File: src/rtl/stack_pkg.sv
// Shared encodings for the stack command sequencer: op codes, FSM state codes and
// default stack bounds.
package stack_pkg;

  localparam logic [1:0] OP_PUSH = 2'b00;
  localparam logic [1:0] OP_POP  = 2'b01;
  localparam logic [1:0] OP_LOAD = 2'b10;
  localparam logic [1:0] OP_RSVD = 2'b11;

  localparam logic [15:0] EMPTY_SP_DEF = 16'hF000;
  localparam logic [15:0] FULL_SP_DEF  = 16'hE000;

  typedef logic [2:0] state_t;

  localparam state_t ST_IDLE = 3'd0;
  localparam state_t ST_DEC  = 3'd1;
  localparam state_t ST_WR   = 3'd2;
  localparam state_t ST_RD   = 3'd3;
  localparam state_t ST_INC  = 3'd4;
  localparam state_t ST_LD   = 3'd5;
  localparam state_t ST_RESP = 3'd6;

endpackage

File: src/rtl/stack_bounds_chk.sv
// Combinational stack bounds check: flags a PUSH into a full stack, a POP from an
// empty stack, or a LOAD of an SP value outside [FULL_SP, EMPTY_SP].
module stack_bounds_chk
  import stack_pkg::*;
#(
  parameter int unsigned   W        = 16,
  parameter logic [W-1:0]  EMPTY_SP = EMPTY_SP_DEF,
  parameter logic [W-1:0]  FULL_SP  = FULL_SP_DEF
) (
  input  logic [1:0]   op,
  input  logic [W-1:0] sp_val,
  input  logic [W-1:0] cmd_data,
  output logic         reject
);

  always_comb begin
    reject = 1'b0;
    case (op)
      OP_PUSH: reject = (sp_val <= FULL_SP);
      OP_POP:  reject = (sp_val >= EMPTY_SP);
      OP_LOAD: reject = (cmd_data < FULL_SP) || (cmd_data > EMPTY_SP);
      default: reject = 1'b0;
    endcase
  end

endmodule

File: src/rtl/stack_ctrl.sv
// PUSH/POP/LOAD sequencer driving the SP register controls and the data-memory port.
// Define STACK_CTRL_BOUNDS_CHECK_EN to reject over/underflowing commands.
module stack_ctrl
  import stack_pkg::*;
#(
  parameter int unsigned   W        = 16,
  parameter logic [W-1:0]  EMPTY_SP = EMPTY_SP_DEF,
  parameter logic [W-1:0]  FULL_SP  = FULL_SP_DEF
) (
  input  logic         clk,
  input  logic         rst_b,
  input  logic         cmd_valid,
  output logic         cmd_ready,
  input  logic [1:0]   cmd_op,
  input  logic [W-1:0] cmd_data,
  output logic         resp_valid,
  output logic         resp_err,
  output logic [W-1:0] resp_data,
  output logic         sp_ld,
  output logic         sp_inc,
  output logic         sp_dec,
  output logic [W-1:0] sp_in,
  input  logic [W-1:0] sp_val,
  output logic [W-1:0] mem_addr,
  output logic [W-1:0] mem_wdata,
  output logic         mem_we,
  output logic         mem_re,
  input  logic [W-1:0] mem_rdata,
  input  logic         mem_ack
);

  state_t       state_q, state_d;
  logic [1:0]   op_q, op_d;
  logic [W-1:0] data_q, data_d;
  logic [W-1:0] rdata_q, rdata_d;
  logic         err_q, err_d;
  logic         bounds_reject;

`ifdef STACK_CTRL_BOUNDS_CHECK_EN
  stack_bounds_chk #(
    .W        (W),
    .EMPTY_SP (EMPTY_SP),
    .FULL_SP  (FULL_SP)
  ) u_bounds (
    .op       (cmd_op),
    .sp_val   (sp_val),
    .cmd_data (cmd_data),
    .reject   (bounds_reject)
  );
`else
  assign bounds_reject = 1'b0;
`endif

  always_comb begin
    state_d = state_q;
    op_d    = op_q;
    data_d  = data_q;
    rdata_d = rdata_q;
    err_d   = err_q;
    case (state_q)
      ST_IDLE: begin
        if (cmd_valid) begin
          op_d   = cmd_op;
          data_d = cmd_data;
          err_d  = 1'b0;
          // Rejected commands skip straight to the response with no side effects
          if (cmd_op == OP_RSVD || bounds_reject) begin
            err_d   = 1'b1;
            state_d = ST_RESP;
          end else begin
            case (cmd_op)
              OP_PUSH: state_d = ST_DEC;
              OP_POP:  state_d = ST_RD;
              default: state_d = ST_LD;
            endcase
          end
        end
      end
      ST_DEC:  state_d = ST_WR;
      ST_WR:   if (mem_ack) state_d = ST_RESP;
      ST_RD: begin
        if (mem_ack) begin
          rdata_d = mem_rdata;
          state_d = ST_INC;
        end
      end
      ST_INC:  state_d = ST_RESP;
      ST_LD:   state_d = ST_RESP;
      ST_RESP: state_d = ST_IDLE;
      default: state_d = ST_IDLE;
    endcase
  end

  always_ff @(posedge clk or posedge rst_b) begin
    if (rst_b) begin
      state_q <= ST_IDLE;
      op_q    <= '0;
      data_q  <= '0;
      rdata_q <= '0;
      err_q   <= 1'b0;
    end else begin
      state_q <= state_d;
      op_q    <= op_d;
      data_q  <= data_d;
      rdata_q <= rdata_d;
      err_q   <= err_d;
    end
  end

  // Outputs decode only registered state; sp_val is used unmodified as the address.
  always_comb begin
    cmd_ready  = (state_q == ST_IDLE);
    sp_dec     = (state_q == ST_DEC);
    sp_inc     = (state_q == ST_INC);
    sp_ld      = (state_q == ST_LD);
    sp_in      = (state_q == ST_LD) ? data_q : '0;
    mem_we     = (state_q == ST_WR);
    mem_re     = (state_q == ST_RD);
    mem_addr   = (state_q == ST_WR || state_q == ST_RD) ? sp_val : '0;
    mem_wdata  = (state_q == ST_WR) ? data_q : '0;
    resp_valid = (state_q == ST_RESP);
    resp_err   = (state_q == ST_RESP) && err_q;
    resp_data  = (state_q == ST_RESP && op_q == OP_POP && !err_q) ? rdata_q : '0;
  end

endmodule

File: config.mk
export PLATFORM = sky130hd
export DESIGN_NAME = stack_ctrl
export DESIGN_NICKNAME = d
export VERILOG_FILES = /design/src/rtl/stack_pkg.sv /design/src/rtl/stack_bounds_chk.sv /design/src/rtl/stack_ctrl.sv
export SDC_FILE = /design/constraint.sdc
export NUM_CORES = 1
export LEC_CHECK = 0
export BUFFER_PORTS_ARGS = -buffer_cell sky130_fd_sc_hd__buf_2
export CAP_MARGIN = 25
export CORE_UTILIZATION = 43
export CTS_CLUSTER_SIZE = 28
export DETAILED_ROUTE_END_ITERATION = 12
export HOLD_SLACK_MARGIN = 0.02
export PLACE_DENSITY = 0.82
export SYNTH_ARGS = -nofsm -noshare
export SYNTH_HDL_FRONTEND = slang
export SYNTH_SLANG_ARGS = --single-unit
File: constraint.sdc
create_clock -name clk -period 2.1 [get_ports clk]
set_input_delay 0.105 -clock clk [delete_from_list [all_inputs] [get_ports clk]]
set_output_delay 0.105 -clock clk [all_outputs]
set_load 0.005 [all_outputs]
## Word level (Yosys, flattened, before mapping)

Cells that the tools add are included.

- Eq/ne operators: 12
- Muxes and demuxes: 11
- Reduce and logical (&&, ||, !) cells: 11

Operators by type and width:

| kind | count |
|---|---|
| $mux W16 | 4 |
| $pmux W3 S5 | 1 |
| $mux W3 | 4 |
| $eq A3 B3 Y1 const B | 3 |
| $eq A3 B2 Y1 const B | 2 |
| $pmux W3 S2 | 1 |
| $eq A2 B1 Y1 const B | 2 |
| $ne A2 B1 Y1 const B | 2 |
| $reduce_and A2 Y1 | 2 |
| $eq A3 B1 Y1 const B | 1 |
| $logic_and A1 B1 Y1 | 3 |
| $logic_not A3 Y1 | 1 |
| $reduce_and A3 Y1 | 1 |
| $eq A2 B2 Y1 const B | 1 |
| $logic_not A2 Y1 | 1 |
| $ne A2 B2 Y1 const B | 1 |
| $reduce_or A2 Y1 | 1 |
| $logic_not A1 Y1 | 1 |
| $logic_or A1 B1 Y1 | 1 |
| $mux W1 | 1 |

- Register bits after elaboration: 38
- Input bits: 54
- Output and inout port bits: 72
- Logic and storage cells: 39

## Depth between registers and ports, before layout

- Depth in word-level cells: 5
- Mapped depth: 4

## Worst setup path before layout

Ideal clock, no wire load.

- Kind: reg2reg
- Start point: reg state_q[2]
- End point: reg data_q[10]
- Library setup time: 125 ps
- Arrival: 1326 ps
- Setup slack: 649 ps
- Stages on the path, launching flop included: 5
- Path through: dfrtp_1 buf_4 nor4b_4 buf_6 mux2_2

- Cells in the longest elaborated chain, start to end: 2

Ends and longest elaborated chain:

| item | RTL line | RTL |
|---|---|---|
| start, declared | stack_ctrl.sv:32 | `state_t state_q, state_d;` |
| start signal, assigned | stack_ctrl.sv:102 | `state_q <= state_d;` |
| $logic_not A3 Y1 | stack_ctrl.sv:60 | `case (state_q)` |
| $reduce_and A2 Y1 (no line) | n/a |  |
| end signal, assigned | stack_ctrl.sv:104 | `data_q <= data_d;` |
| end, declared | stack_ctrl.sv:34 | `logic [W-1:0] data_q, data_d;` |

Every way passes these cells.
A chain may end at the register's enable or synchronous reset.

## Worst setup path after layout

- Start point: reg state_q[0]
- End point: out sp_in[7]

- Cells in the longest elaborated chain, start to end: 2

Ends and longest elaborated chain:

| item | RTL line | RTL |
|---|---|---|
| $eq A3 B3 Y1 | stack_ctrl.sv:116 | `sp_in = (state_q == ST_LD) ? data_q : '0;` |
| $mux W16 | stack_ctrl.sv:116 |  |
| end, declared | stack_ctrl.sv:22 | `output logic [W-1:0] sp_in,` |

Every way passes these cells.

==> out/metrics.yaml <==
outcome:
  status: "finished clean"
place:
  io_buffers: 125
  pre_cts_ws_ns: 0.296
  dp_cells: 374
  dp_hpwl_um: 3470
  gp_routability_congestion: 0.714
setup_path:
  rr_worst_depth: 3
  cp-start-kind: "flop"
  worstPathMaxFanout: 17
  critical-path-top-delay-family: "simple AND/OR/NAND/NOR gates"
  r2r_slack_ns: 0.27
  crit-reg2reg-launch: "state_q[2]$_DFFE_PP0P_"
  path_class: "reg -> out"
  cp-end-kind: "primary output"
  cpMaxStageDelayCell: "dfrtp_1"
  cpPeakStageDelay_ns: 0.62
  crit_required_ns: 2.00
  crit_arrival_ns: 1.74
  worst-path-buf-inv: 1
  crit_path_cell_trace: "and3b_1 > and2_1 > buf_2"
  timing.rr.end: "data_q[13]$_DFFE_PP0P_"
detailed_routing:
  met1Wirelength_um: 2030
  finalWirelength_um: 4570
  drt_iter0_markers: 70
  wl_met3_um: 335
  drc: 0
  met2_length_um: 2140
  routed.top_layer: "met4"
  via_per_inst: 4.56
  dr_total_vias: 1741
  antenna_left: 0
  post_drt_wl_per_cell_um: 12.0
  drt_pass1_iterations: 4
final_layout:
  final_util: 0.604
  final_common_cell: "buf_2"
  antenna_cells: 0
  layout-drive-gt1-share: 0.543
  layout_common_cells: "125 x buf_2, 50 x and2_1, 38 x dfrtp_1, 23 x mux2_2, 20 x inv_1"
  nFillCells: 403
  syn_to_final_growth_pct: 35.2
  layoutNonFillerInstCount: 382
  multi_input_area_sq_mm: 0.00100
  final_nets: 369
  seq_area_sq_um: 951
pwr:
  internal_power_mw: 2.15
  p_comb_frac: 0.456
  switchingPower_mw: 1.13
  power.density_mw_per_mm2: 1150
  power_mw: 3.28
  p_sw_frac: 0.344
  pwr-share-seq: 0.405
  leakage_nw: 1.63
  pwr-share-clk: 0.139
  peakVddDrop_mv: 0.482
timing:
  hold_viol_final: 0
  maxSlewViolCount: 0
  rsz0062_at_grt: "no"
  max_clock_freq_ghz: 0.543
  worst_pin_slew_ns: 0.555
  final.period_utilization: 0.877
  slew_headroom: 0.630
  period_needed_ns: 1.84
  setup_ws_ns: 0.258
  final-setup-viol-count: 0
  fin_skew_ns: 0.00274
  finalSetupTns_ns: 0
clock_tree:
  cts_tree: "yes"
  cts.sinks: 38
  cts_buffer_depth: 2
  clk_pin_slew_worst_paths_ns: 0.06
  numCtsBuffers: 5
  clk_latency_ns: 0.28
  postCtsSetupBuffers: 0
  cts-root-buf: "clkbuf_8"
  htreeDepth: 2
run:
  cap_violations: 0
yosys:
  synth_cell_types: 27
  yosysSeqAreaShare: 0.451
  netlist_area_sq_mm: 0.00211
  syn_nets: 245
  yosysWarnings: 0
  syn_inst: 191
  synth-seq-cells: 38
  synth.avg_cell_area_sq_um: 11.1
min_path:
  worstHoldEndpoint: "data_q[5]$_DFFE_PP0P_"
  min_path_type: "in -> reg"
  holdCritStartpoint: "cmd_data[5]"
  worstHoldPathCells: 2
global_routing:
  grt_pass1_vias: 1558
  track_usage: 0.182
  grt_antenna_before_repair: 0
  overflow: 0
  grt_pass1_wl_um: 7250
  grt_max_degree: 39
floorplanning:
  pin_count: 126
  die_w_um: 72.1
  coreArea_sq_mm: 0.00472
  fp-row-count: 25
  die_area_sq_mm: 0.00519
  initial_core_util: 0.447
  fp.dieH_um: 72.1
## layout make-up
type | count | area share
flip-flops and latches | 38 | 0.333
inverters | 20 | 0.0263
multi-input cells | 120 | 0.351
repair buffers | 130 | 0.233
clock buffers | 7 | 0.0267
well taps | 67 | 0.0294
## logic make-up after synthesis
logic type	Yosys count	synth area share
AO/OA/AOI/OAI	4	0.0154
buffers and inverters	33	0.0788
flip-flops	38	0.451
multiplexers	35	0.204
AND/OR/NAND/NOR	81	0.251
## power by group through the flow
stage	Sequential, mW	Clock (mW)	Combinational, mW
2_1_floorplan	1.22	0	1.11
3_3_place_gp	1.31	0	1.44
6_report	1.33	0.457	1.49
5_1_grt	1.38	0.505	1.66
3_5_place_dp	1.33	0	1.51
4_1_cts	1.33	0.475	1.51
## state kept, by name (all words and copies together) (netlist names)
name,cells
data_q,16
state_q,3
op_q,2
rdata_q,16
err_q,1
## worst register-to-register path: cells and delay by family (launching register included)
| family | cells | cell delay [ns] |
|---|---|---|
| flip-flops | 1 | 0.52 |
| AND/OR/NAND/NOR | 1 | 0.49 |
| multiplexers | 1 | 0.38 |
| buffers and inverters | 1 | 0.32 |
## stage by stage
stage                     hold WS, ns  instance area (sq um)
after CTS                      0.0358                   2850
after floorplan                 0.240                   2110
after global placement          0.238                   2760
after global routing           0.0367                   2850
final                          0.0470                   2850
after detailed placement        0.249                   2760
## Yosys cell counts
cell type,instances,area [sq um]
and2_1,50,313
dfrtp_1,38,951
mux2_2,23,259
inv_1,20,75.1
nor3_1,17,85.1
mux2_4,10,150
buf_2,4,20.0
buf_6,4,45.0
clkbuf_1,3,11.3
a22oi_1,2,15.0
buf_4,2,15.0
nand2_1,2,7.51
nor2_1,2,7.51
a21o_1,1,7.51
a32o_1,1,10.0
and2b_1,1,7.51
and3b_1,1,8.76
mux2_1,1,11.3
mux2i_1,1,10.0
nand2b_1,1,6.26
nand3b_1,1,7.51
nand3b_2,1,11.3
nand4b_4,1,23.8
nor3b_1,1,7.51
nor3b_2,1,12.5
nor4b_4,1,23.8
or3b_1,1,8.76
## routing by layer
layer  global-route usage  vias to the layer above
li1                     -                      867
met1                0.232                      792
met2                0.295                       75
met3               0.0486                        7
met4               0.0719                        0
met5                    0                        -
## what timing repair did
action                                  CTS  global route
hold endpoints to repair                 38             0
hold buffers                              1             0
resized for setup                         0             1
endpoints found under the setup margin    0             1
## worst max-delay path by stage
stage                                        end  slack, ns                   start  depth (start not counted)
after floorplan           data_q[10]$_DFFE_PP0P_       0.65  state_q[2]$_DFFE_PP0P_                          4
after global placement    data_q[11]$_DFFE_PP0P_       0.40  state_q[2]$_DFFE_PP0P_                          3
after detailed placement  data_q[13]$_DFFE_PP0P_       0.30  state_q[2]$_DFFE_PP0P_                          3
after CTS                           resp_data[6]       0.18  state_q[0]$_DFFE_PP0P_                          3
after global routing                   sp_in[14]       0.12  state_q[0]$_DFFE_PP0P_                          3
final                                   sp_in[7]       0.26  state_q[0]$_DFFE_PP0P_                          3
Note: power is estimated with default switching activity, not from simulation.
